File: src/rtl/fpu_pkg.sv
// Shared FP32 constants, rounding-mode codes and pipeline payload types for the rounding stage.
package fpu_pkg;

  localparam int unsigned MANT_W = 24;
  localparam int unsigned EXP_W  = 8;
  localparam logic [EXP_W-1:0] EXP_MAX = EXP_W'(255);

  localparam logic [2:0] RM_RNE = 3'b000;
  localparam logic [2:0] RM_RTZ = 3'b001;
  localparam logic [2:0] RM_RDN = 3'b010;
  localparam logic [2:0] RM_RUP = 3'b011;
  localparam logic [2:0] RM_RMM = 3'b100;

  typedef struct packed {
    logic              sign;
    logic [EXP_W-1:0]  exp;
    logic [MANT_W-1:0] mant;
    logic              inc;
    logic              inexact;
    logic [2:0]        rm;
    logic              special;
  } rnd_s1_t;

  typedef struct packed {
    logic              sign;
    logic [MANT_W:0]   rnd;
    logic [EXP_W-1:0]  exp;
    logic [2:0]        rm;
    logic              inexact;
    logic              ovf;
  } rnd_s2_t;

endpackage

File: src/rtl/fpu_round_decide.sv
// Combinational IEEE-754 round-increment decision from sign, LSB, guard/round/sticky and mode.
module fpu_round_decide
  import fpu_pkg::*;
(
  input  logic       sign,
  input  logic       lsb,
  input  logic [2:0] grs,
  input  logic [2:0] rm,
  input  logic       special,
  output logic       inc_c,
  output logic       inexact_c
);

  logic g, r, s, any_c;

  always_comb begin
    g         = grs[2];
    r         = grs[1];
    s         = grs[0];
    any_c     = g | r | s;
    inc_c     = 1'b0;
    inexact_c = any_c & ~special;
    // Unused mode codes fall back to round-to-nearest-even.
    case (rm)
      RM_RTZ:  inc_c = 1'b0;
      RM_RDN:  inc_c = sign & any_c;
      RM_RUP:  inc_c = ~sign & any_c;
      RM_RMM:  inc_c = g;
      default: inc_c = g & (r | s | lsb);
    endcase
    if (special) begin
      inc_c = 1'b0;
    end
  end

endmodule

File: src/rtl/fpu_round_pipe.sv
// Two-stage valid/ready rounding pipeline: S1 decides the increment, S2 forms the rounded sum and exponent.
module fpu_round_pipe
  import fpu_pkg::*;
(
  input  logic              clk,
  input  logic              rst,
  input  logic              in_valid,
  output logic              in_ready,
  input  logic              in_sign,
  input  logic [EXP_W-1:0]  in_exp,
  input  logic [MANT_W-1:0] in_mant,
  input  logic [2:0]        in_grs,
  input  logic [2:0]        in_rm,
  input  logic              in_special,
  output logic              out_valid,
  input  logic              out_ready,
  output logic              out_sign,
  output logic [MANT_W:0]   out_rnd,
  output logic [EXP_W-1:0]  out_exp,
  output logic [2:0]        out_rm,
  output logic              out_inexact,
  output logic              out_ovf
);

  logic    s1_valid_q, s1_valid_d;
  logic    s2_valid_q, s2_valid_d;
  rnd_s1_t s1_q, s1_d;
  rnd_s2_t s2_q, s2_d, res_c;

  logic              s1_adv_c, s2_adv_c;
  logic              inc_c, inexact_c;
  logic [MANT_W:0]   sum_c;
  logic [EXP_W:0]    exp_n_c;

  fpu_round_decide u_decide (
    .sign      (in_sign),
    .lsb       (in_mant[0]),
    .grs       (in_grs),
    .rm        (in_rm),
    .special   (in_special),
    .inc_c     (inc_c),
    .inexact_c (inexact_c)
  );

  // Handshake: each stage frees up when empty or when the stage after it moves.
  always_comb begin
    s2_adv_c   = ~s2_valid_q | out_ready;
    s1_adv_c   = ~s1_valid_q | s2_adv_c;
    s1_valid_d = s1_valid_q;
    s1_d       = s1_q;
    if (s1_adv_c) begin
      s1_valid_d = in_valid;
      if (in_valid) begin
        s1_d.sign    = in_sign;
        s1_d.exp     = in_exp;
        s1_d.mant    = in_mant;
        s1_d.inc     = inc_c;
        s1_d.inexact = inexact_c;
        s1_d.rm      = in_rm;
        s1_d.special = in_special;
      end
    end
  end

  // Rounded sum keeps the carry-out so the downstream mux can select the shifted mantissa.
  always_comb begin
    sum_c         = {1'b0, s1_q.mant} + (MANT_W+1)'(s1_q.inc);
    exp_n_c       = {1'b0, s1_q.exp} + (EXP_W+1)'(sum_c[MANT_W]);
    res_c.sign    = s1_q.sign;
    res_c.rnd     = sum_c;
    res_c.rm      = s1_q.rm;
    res_c.inexact = s1_q.inexact;
    res_c.exp     = exp_n_c[EXP_W-1:0];
    res_c.ovf     = 1'b0;
    if (s1_q.special) begin
      res_c.exp = s1_q.exp;
    end else if (exp_n_c >= (EXP_W+1)'(EXP_MAX)) begin
      res_c.exp = EXP_MAX;
      res_c.ovf = 1'b1;
    end
    s2_valid_d = s2_valid_q;
    s2_d       = s2_q;
    if (s2_adv_c) begin
      s2_valid_d = s1_valid_q;
      if (s1_valid_q) begin
        s2_d = res_c;
      end
    end
  end

  always_ff @(posedge clk or posedge rst) begin
    if (rst) begin
      s1_valid_q <= 1'b0;
      s2_valid_q <= 1'b0;
      s1_q       <= '0;
      s2_q       <= '0;
    end else begin
      s1_valid_q <= s1_valid_d;
      s2_valid_q <= s2_valid_d;
      s1_q       <= s1_d;
      s2_q       <= s2_d;
    end
  end

  assign in_ready    = s1_adv_c;
  assign out_valid   = s2_valid_q;
  assign out_sign    = s2_q.sign;
  assign out_rnd     = s2_q.rnd;
  assign out_exp     = s2_q.exp;
  assign out_rm      = s2_q.rm;
  assign out_inexact = s2_q.inexact;
  assign out_ovf     = s2_q.ovf;

endmodule
File: config.mk
export PLATFORM = sky130hd
export DESIGN_NAME = fpu_round_pipe
export DESIGN_NICKNAME = d
export VERILOG_FILES = /design/src/rtl/fpu_pkg.sv /design/src/rtl/fpu_round_decide.sv /design/src/rtl/fpu_round_pipe.sv
export SDC_FILE = /design/constraint.sdc
export NUM_CORES = 1
export LEC_CHECK = 0
export ABC_CLOCK_PERIOD_IN_PS = 2800
export BUFFER_PORTS_ARGS = -buffer_cell sky130_fd_sc_hd__clkbuf_2
export CORE_MARGIN = 2
export CORE_UTILIZATION = 49
export CTS_CLUSTER_DIAMETER = 80
export DETAILED_ROUTE_END_ITERATION = 7
export GPL_ROUTABILITY_DRIVEN = 0
export PLACE_DENSITY_LB_ADDON = 0.3
export SKIP_LAST_GASP = 1
export SLEW_MARGIN = 20
export SYNTH_ARGS = -nofsm -noshare
export SYNTH_HDL_FRONTEND = slang
export SYNTH_SLANG_ARGS = --single-unit
File: constraint.sdc
create_clock -name clk -period 2.8 [get_ports clk]
set_input_delay 0.84 -clock clk [delete_from_list [all_inputs] [get_ports clk]]
set_output_delay 0.84 -clock clk [all_outputs]
set_load 0.005 [all_outputs]
==> results of run 1 <==
-- how the worst max path moves through the flow --
stage,end,slack [ns],cells after the start
floorplan,out_exp[2],0.24,12
global placement,out_exp[2],0.17,12
detailed placement,out_exp[2],0.07,12
CTS,out_exp[2],0.05,12
global route,out_exp[2],-0.06,12
finish,out_exp[4],0.13,12
-- routing by layer --
metal | up-vias | GRT usage, % | wire (µm)
li1 | 1331 | - | -
met1 | 1282 | 24.2 | 3300
met2 | 59 | 30.3 | 3680
met3 | 13 | 3.32 | 247
met4 | 0 | 6.94 | 136
met5 | - | 0 | 0
-- worst min-delay path: cells and delay by family, from the launching register on --
kind | cells | cell delay, ns
flops | 1 | 0.34
compound gates | 1 | 0.05
simple gates | 1 | 0.06
-- what timing repair did --
item | in CTS | in global routing
resized for setup | 0 | 13
endpoints found under the setup margin | 0 | 9
setup buffers | 0 | 4
-- cells in the mapped netlist (4+ instances only) --
| cell | count |
|---|---|
| dfrtp_1 | 80 |
| mux2_2 | 46 |
| nand2_1 | 46 |
| o21ai_0 | 24 |
| xor2_1 | 16 |
| nand3_1 | 13 |
| nor2_1 | 10 |
| xnor2_1 | 8 |
| buf_2 | 7 |
| nand4_1 | 6 |
| o31ai_1 | 5 |
| and3_1 | 4 |
| and4_1 | 4 |
| clkbuf_1 | 4 |
| ha_1 | 4 |
| inv_1 | 4 |
| nand2b_1 | 4 |
-- stage by stage --
step | util (%) | std cells | worst slack, ns
finish | 62.4 | 521 | 0.134
global route | 62.4 | 521 | -0.0649
CTS | 61.0 | 517 | 0.0509
detailed placement | 58.4 | 502 | 0.0745
global placement | 58.4 | 502 | 0.167
floorplan | - | 326 | 0.242
-- layout by cell type (no fill, tap or decap), types with 2 or more instances in the layout --
| cell | instances |
|---|---|
| and4_1 | 4 |
| o21ai_2 | 2 |
| clkbuf_2 | 84 |
| o21ai_1 | 3 |
| buf_12 | 2 |
| and4b_1 | 2 |
| nand2_1 | 45 |
| a31oi_1 | 3 |
| xor2_1 | 16 |
| clkinv_2 | 3 |
| nand3_1 | 13 |
| mux2_2 | 46 |
| a21oi_1 | 2 |
| buf_4 | 9 |
| clkbuf_8 | 10 |
| nand4_1 | 6 |
| nor2_2 | 2 |
| dfrtp_1 | 80 |
| nand3b_1 | 2 |
| nor2_1 | 9 |
| nand2b_1 | 4 |
| nand2_2 | 3 |
| o21ai_0 | 24 |
| inv_1 | 3 |
| xnor2_1 | 8 |
| ha_4 | 4 |
| and3_1 | 4 |
| o31ai_1 | 5 |
| nor3_1 | 2 |
-- sequential cells by signal, indices dropped and copies added (netlist names) --
name	cells
out_valid	1
s1_q	34
out_rm	3
out_rnd	25
s1_valid_q	1
res_c	5
out_sign	1
out_exp	8
out_inexact	1
out_ovf	1
-- power by group --
| group | internal, µW | switching (µW) |
|---|---|---|
| Clock | 427 | 388 |
| Sequential | 1360 | 180 |
| Combinational | 316 | 264 |
| Total | 2110 | 832 |
-- cell type report --
cell class | instances | share of cell area [%]
Timing Repair Buffer | 95 | 11.5
Clock inverter | 4 | 0.984
Tap cell | 99 | 2.71
Multi-Input combinational cell | 228 | 37.5
Sequential cell | 80 | 43.8
Inverter | 4 | 0.410
Clock buffer | 11 | 3.09
-- cell families after synthesis --
logic type                 share of synthesized area [%]
and+or+nand+nor                                     15.3
DFF                                                 53.5
AOI/OAI and AO/OA                                   7.39
muxes                                               13.8
xor gates and xnor gates                            5.61
buffers and inverters                               2.77
adders and majority gates                           1.60
==> flow_summary.ini, run 1 <==
[critical_path]
r2r-start = s1_q[6]
start_kind = flip-flop
cpPeakStageDelay_ns = 0.40
path_delay_family = simple AND/OR/NAND/NOR gates
cp.buffers_inverters = 0
crit_required_ns = 3.05
rrSetupSlack_ns = 0.13
crit_chain = ha_4 > ha_4 > nand4_1 > nor4_4 > nand2_2 > nor2_4 > ha_4 > nand3_1 > nor2_2 > nand2_1 > and4_1 > o31ai_1
critPathCaptureType = flip-flop
critPathMaxFanout = 5
r2r_cells = 12
critical_path_arrival_ns = 2.91
crit_start = s1_q[6]
worstSetupPathType = flip-flop to flip-flop
cp_common_cell = ha_4
cp_slowest_cell = dfrtp_1
reg2reg_to = out_exp[4]

[layout]
fin_area_um2 = 4580
drive_gt1_share_pct = 41.5
seqCellArea_um2 = 2000
multi_input_area_um2 = 1720
area_growth_pct = 22.2
diodes = 0
final.fill_count = 605
nets = 466

[synth]
synth_ff_type = dfrtp_1
netlist_area_um2 = 3740
synth_edf_count = 0
ys_warn_count = 0
syn_area_per_cell_um2 = 11.5
yosys.area.top_type = dfrtp_1
synth_top_cell_area_share_pct = 53.5
synth_seq_cells = 80
synth_area_leaders = dfrtp_1 53%, mux2_2 14%, nand2_1 4.6%
synth_cell_types = 45
async_reset_ff_share_pct = 100
netlist_instances = 326
synth_fp_nets = 374
synth.yosys.seq_area_share_pct = 53.5

[floorplanning]
row_count = 31
ios = 85
dieArea_um2 = 8350
core-area_um2 = 7330
die_width_um = 91.4
die_h_um = 91.4
start_util_pct = 51.1

[job]
cap_violations = 0

[grt]
grt_first_pass_wirelength_um = 12300
grt_pass1_vias = 2610
grt_max_degree = 42
overflow = 0
grt_usage_pct = 18.4
antenna_found_initial = 0

[min_path]
min_to = out_rnd[18]
hp-class = flip-flop to flip-flop
whs_path_depth = 2
hold_start = out_rnd[18]

[timing]
fin_crit_ns = 2.67
slew_violations = 0
slew_headroom_pct = 69.8
tightest_slew_ns = 0.452
finalHoldViolations = 0
whs_ns = 0.481
fin_skew_ns = 0.00572
rsz0062_at_grt = yes
fmax_ghz = 0.375
timing.setup.tns_ns = 0
setup_violations = 0
finalCritPeriodShare_pct = 95.2

[cts]
cts_buffer_depth = 2
htreeDepth = 3
cts.sinks = 80
insertion_delay_ns = 0.34
path_clk_slew_ns = 0.08
cts_hold_buf = 0
numCtsBuffers = 9
cts_root_buf = clkbuf_8
cts_tree = done

[drt]
wire_per_inst_um = 14.1
drt_iter0_drc = 110
post_drt_via_cell_ratio = 5.15
finalWirelength_um = 7360
drc_errors = 0
ant_nets = 0
vias = 2685
firstDrtPassIters = 4

[power_and_ir_drop]
finalPower_uw = 2940
irDropWorstVdd_v = 0.000456
cellPowerDensity_nw_per_um2 = 643
leakage_uw = 0.00205

[place]
dp_hpwl_um = 5410
placed_cell_area_um2 = 4280
port_buffers = 84

[outcome]
outcome = completed
Power figures use the tool's default switching activity.
==> run 2, diff against run 1 <==
--- a/config.mk
+++ b/config.mk
@@ -7,7 +7,6 @@
 export LEC_CHECK = 0
 export ABC_CLOCK_PERIOD_IN_PS = 2800
 export BUFFER_PORTS_ARGS = -buffer_cell sky130_fd_sc_hd__clkbuf_2
-export CORE_MARGIN = 2
 export CORE_UTILIZATION = 49
 export CTS_CLUSTER_DIAMETER = 80
 export DETAILED_ROUTE_END_ITERATION = 7
==> run 2 against run 1 <==
Net effect:
- sequential power about the same
- die area decreased by 4.3%
- first-iteration DRC count increased by 17%
- count of clock-buffer cells in the layout decreased by 1
- via count increased by 2.8%
- total power increased by 3.4%
- wire length increased by 2.9%
==> flow_summary.ini, run 2 (synthesized netlist as in run 1, its figures left out) <==
[timing]
fmax_ghz = 0.379
setup_violations = 0
finalHoldViolations = 0
finalCritPeriodShare_pct = 94.1
tightest_slew_ns = 0.426
slew_headroom_pct = 71.5
fin_skew_ns = 0.00877
slew_violations = 0
fin_ws_ns = 0.165
timing.setup.tns_ns = 0
fin_crit_ns = 2.64

[drt]
wl_met2_um = 3770
vias = 2759
drt-met1-wl_um = 3340
wl_met3_um = 293
top_layer = met4
drt_iter0_drc = 129
post_drt_via_cell_ratio = 5.24
drc_errors = 0
firstDrtPassIters = 4
wire_per_inst_um = 14.4
finalWirelength_um = 7580
ant_nets = 0

[grt]
overflow = 0
grt_usage_pct = 20.7
antenna_found_initial = 0
grt_first_pass_wirelength_um = 12200
grt_max_degree = 42
grt_pass1_vias = 2545

[layout]
nets = 473
layout.cells.non_filler = 527
fin_area_um2 = 4660
largest_register = s1_q
largest_reg_flops = 34
most-common-layout-cells = 84 x clkbuf_2, 80 x dfrtp_1, 46 x mux2_2
final_common_cell = clkbuf_2
final.fill_count = 607
area_growth_pct = 24.6
finalCoreUtilization_pct = 63.6
diodes = 0
drive_gt1_share_pct = 43.0

[cts]
cts_tree = done
cts_root_buf = clkbuf_8
cts.sinks = 80
cts_buffer_depth = 2
cts_hold_buf = 0
htreeDepth = 3
insertion_delay_ns = 0.35
numCtsBuffers = 9
path_clk_slew_ns = 0.08

[critical_path]
critPathCaptureType = flip-flop
path_delay_family = simple AND/OR/NAND/NOR gates
cp_slowest_cell = dfrtp_1
critical_path_arrival_ns = 2.89
critPathMaxFanout = 5
rrSetupSlack_ns = 0.16
crit_chain = ha_4 > ha_4 > nand4_1 > nor4_4 > nand2_2 > nor2_4 > buf_4 > ha_4 > nand3_2 > nor2_2 > nand2_1 > and4_1 > o31ai_1
r2r-start = s1_q[6]
crit_start = s1_q[6]
start_kind = flip-flop
cpPeakStageDelay_ns = 0.39
cp_common_cell = ha_4
r2r_cells = 13
reg2reg_to = out_exp[4]
cp.buffers_inverters = 1
worstSetupPathType = flip-flop to flip-flop
crit_required_ns = 3.06

[place]
post-place-ws_ns = -0.0150
port_buffers = 84
placed_cell_area_um2 = 4290
dp_hpwl_um = 5290
dp.cells = 503

[min_path]
hp-class = input port to async pin

[floorplanning]
die_h_um = 89.4
dieArea_um2 = 7990
row_count = 31
core-area_um2 = 7330
die_width_um = 89.4
ios = 85
start_util_pct = 51.1

[power_and_ir_drop]
leakage_uw = 0.00210
irDropWorstVdd_v = 0.000364
cellPowerDensity_nw_per_um2 = 652

[outcome]
outcome = completed

[job]
cap_violations = 0
run 2: repair_timing:
action,CTS,global route
setup endpoints to repair,3,9
buffers inserted,5,5
pin swaps,5,12
resized for setup,10,5
run 2: worst max path at each step:
stage / slack, ns / cells past startpoint / end
after floorplan: 0.24 / 12 / out_exp[2]
after global placement: 0.16 / 12 / out_exp[2]
after detailed placement: -0.01 / 12 / out_exp[2]
after CTS: 0.001 / 12 / out_exp[2]
after global routing: -0.01 / 13 / out_exp[2]
final: 0.16 / 13 / out_exp[4]
run 2: final cells by class:
type | instances | area (µm²) | area share [%]
Sequential cell | 80 | 2000 | 42.9
Tap cell | 99 | 124 | 2.66
Multi-Input combinational cell | 228 | 1730 | 37.1
Clock buffer | 10 | 138 | 2.95
Inverter | 4 | 18.8 | 0.402
Timing Repair Buffer | 102 | 581 | 12.4
Clock inverter | 4 | 70.1 | 1.50
run 2: power breakdown:
part | internal (µW) | switching, µW
logic | 314 | 264
registers | 1360 | 186
clock network | 514 | 399
total | 2190 | 848
run 2: stage by stage:
stage	hold slack (ns)	power (µW)
6_report	0.468	3040
5_1_grt	0.503	3210
4_1_cts	0.480	3050
3_5_place_dp	0.470	2140
3_3_place_gp	0.464	2110
2_1_floorplan	0.456	1880
run 2: metal layers:
layer	track usage, %	up-vias
li1	-	1357
met1	26.0	1315
met2	34.1	72
met3	4.34	15
met4	10.7	0
met5	0	-
==> run 3, diff against run 2 <==
--- a/config.mk
+++ b/config.mk
@@ -5,6 +5,7 @@
 export SDC_FILE = /design/constraint.sdc
 export NUM_CORES = 1
 export LEC_CHECK = 0
+export ABC_AREA = 1
 export ABC_CLOCK_PERIOD_IN_PS = 2800
 export BUFFER_PORTS_ARGS = -buffer_cell sky130_fd_sc_hd__clkbuf_2
 export CORE_UTILIZATION = 49
==> run 3 against run 2 <==
Net effect:
- critical path type unchanged
- highest routed layer unchanged
- global-route usage rose by 3.9 points
- combinational power rose by 39%
- critical path depth rose by 8
- non-clock buffer count fell by 1
- worst setup slack got worse by 0.16 ns
- sequential power rose by 4%
- register-to-register slack got worse by 0.16 ns
==> flow_summary.ini, run 3 <==
[drt]
finalWirelength_um = 9770
vias = 3681
ant_nets = 0
firstDrtPassIters = 5
wire_per_inst_um = 13.9
drc_errors = 0
post_drt_via_cell_ratio = 5.22
drt_iter0_drc = 252

[power_and_ir_drop]
pwr-share-clk_pct = 26.1
pwr-share-seq_pct = 49.3
cellPowerDensity_nw_per_um2 = 674
leakage_uw = 0.00254
irDropWorstVdd_v = 0.000373
intPower_uw = 2180
p_comb_share_pct = 24.5
switching_power_uw = 1080
swShare_pct = 33.2
finalPower_uw = 3270

[timing]
rsz0062_at_grt = yes
fin_skew_ns = 0.0132
finalHoldViolations = 0
setup_violations = 0
slew_violations = 0
finalCritPeriodShare_pct = 99.8
tightest_slew_ns = 0.542
fmax_ghz = 0.358
fin_crit_ns = 2.79
fin_ws_ns = 0.00518
slew_headroom_pct = 63.9

[floorplanning]
start_util_pct = 50.6
core-area_um2 = 7730
dieArea_um2 = 8340
ios = 85
die_h_um = 91.3
row_count = 32
die_width_um = 91.3

[critical_path]
crit_chain = ha_2 > ha_4 > inv_2 > nor2_4 > nand3_2 > nor2_2 > nand4_1 > nor2_1 > nand3_1 > nor2_4 > ha_4 > nand2_4 > nor2_4 > nand2_1 > nand2_2 > nand2_1 > nor2_1 > nand3_2 > nand2_1 > nand3_2 > nand2_1
crit_start = s1_q[6]
r2r-start = s1_q[6]
cp.buffers_inverters = 1
r2r_cells = 21
path_depth = 21
critical_path_arrival_ns = 3.09
rrSetupSlack_ns = 0.005
reg2reg_to = out_ovf
cp_slowest_cell = dfrtp_1
path_delay_family = simple AND/OR/NAND/NOR gates
crit_required_ns = 3.09
cpPeakStageDelay_ns = 0.36
worstSetupPathType = flip-flop to flip-flop
start_kind = flip-flop
critPathMaxFanout = 6
cp_common_cell = nand2_1
critPathCaptureType = flip-flop

[synth]
synth_seq_cells = 80
synth_top_cell_area_share_pct = 51.2
synth_ff_type = dfrtp_1
synth_area_leaders = dfrtp_1 51%, nand2_1 19%, nand3_1 4.6%
syn_area_per_cell_um2 = 7.80
yosys.area.top_type = dfrtp_1
synth.yosys.seq_area_share_pct = 51.2
synth_fp_nets = 549
synth_cell_types = 29
synth_edf_count = 0
netlist_instances = 501
async_reset_ff_share_pct = 100
synth_commonest_cells = 197 x nand2_1, 80 x dfrtp_1, 40 x inv_1
synth.most_common_cell = nand2_1
ys_warn_count = 0
netlist_area_um2 = 3910

[job]
cap_violations = 0

[layout]
area_growth_pct = 24.1
largest_register = s1_q
most-common-layout-cells = 191 x nand2_1, 84 x clkbuf_2, 80 x dfrtp_1
diodes = 0
nets = 646
layout.cells.non_filler = 705
drive_gt1_share_pct = 25.4
largest_reg_flops = 34
final_common_cell = nand2_1

[grt]
antenna_found_initial = 0
grt_first_pass_wirelength_um = 16100
grt_pass1_vias = 3572
overflow = 0
grt_max_degree = 55
grt_usage_pct = 24.6

[cts]
cts_tree = done
insertion_delay_ns = 0.36
path_clk_slew_ns = 0.07
numCtsBuffers = 9
cts_root_buf = clkbuf_8
htreeDepth = 3
cts_buffer_depth = 2
cts.sinks = 80

[min_path]
hp-class = flip-flop to flip-flop
whs_path_depth = 2
min_to = out_ovf
hold_start = out_ovf

[place]
dp_hpwl_um = 6850
dp.cells = 682
post-place-ws_ns = -0.0387
port_buffers = 84

[outcome]
outcome = completed
-- run 3: logic make-up (layout without fill, tap and decap cells) --
logic type	Yosys count	after routing	synth area share, %
compound gates	64	64	8.45
xor+xnor	11	11	2.47
buf+inv	56	158	5.44
flops	80	80	51.2
simple gates	286	286	31.1
fa+ha+maj	4	4	1.28
-- run 3: worst min-delay path, cell delays in order, from the launching register on --
cell,delay [ns]
dfrtp_1,0.35
nand2_1,0.05
nand2_1,0.04
-- run 3: worst max path at each step --
stage / endpoint / slack, ns
2_1_floorplan: out_ovf / 0.24
3_3_place_gp: out_ovf / 0.13
3_5_place_dp: out_exp[2] / -0.04
4_1_cts: out_ovf / 0.005
5_1_grt: out_ovf / -0.19
6_report: out_ovf / 0.005
-- run 3: stage by stage --
stage / util, % / hold slack [ns] / TNS [ns] / area (µm²)
2_1_floorplan: - / 0.442 / 0 / 3910
3_3_place_gp: 58.1 / 0.459 / 0 / 4490
3_5_place_dp: 58.1 / 0.466 / -0.204 / 4490
4_1_cts: 60.8 / 0.475 / 0 / 4700
5_1_grt: 62.8 / 0.509 / -0.984 / 4850
6_report: 62.8 / 0.473 / 0 / 4850
-- run 3: what timing repair did --
action,4_1_cts,5_1_grt
gates resized for setup,4,25
pin swaps,0,16
gates cloned,0,0
buffers inserted,0,7
hold buffers,0,0
endpoints found under the setup margin,9,9
-- run 3: cell type report --
cell class	instances	area, µm²
repair buffers	101	561
inverters	41	158
clock buffers	11	141
well taps	102	128
clock inverters	5	56.3
fillers	687	2880
multi-input cells	365	1810
flip-flops and latches	80	2000
-- run 3: power by group through the flow --
stage,clock network (µW),registers (µW),logic [µW]
global route,916,1650,922
finish,854,1610,802
global placement,0,1610,765
floorplan,0,1600,426
CTS,862,1610,783
detailed placement,0,1620,779
-- run 3: layer usage --
layer,up-vias,global-route usage [%],share of wire (%)
met5,-,0,0
met4,0,11.8,2.1
met3,28,4.36,6.5
met2,152,39.1,47
met1,1718,32.7,44
li1,1783,-,-
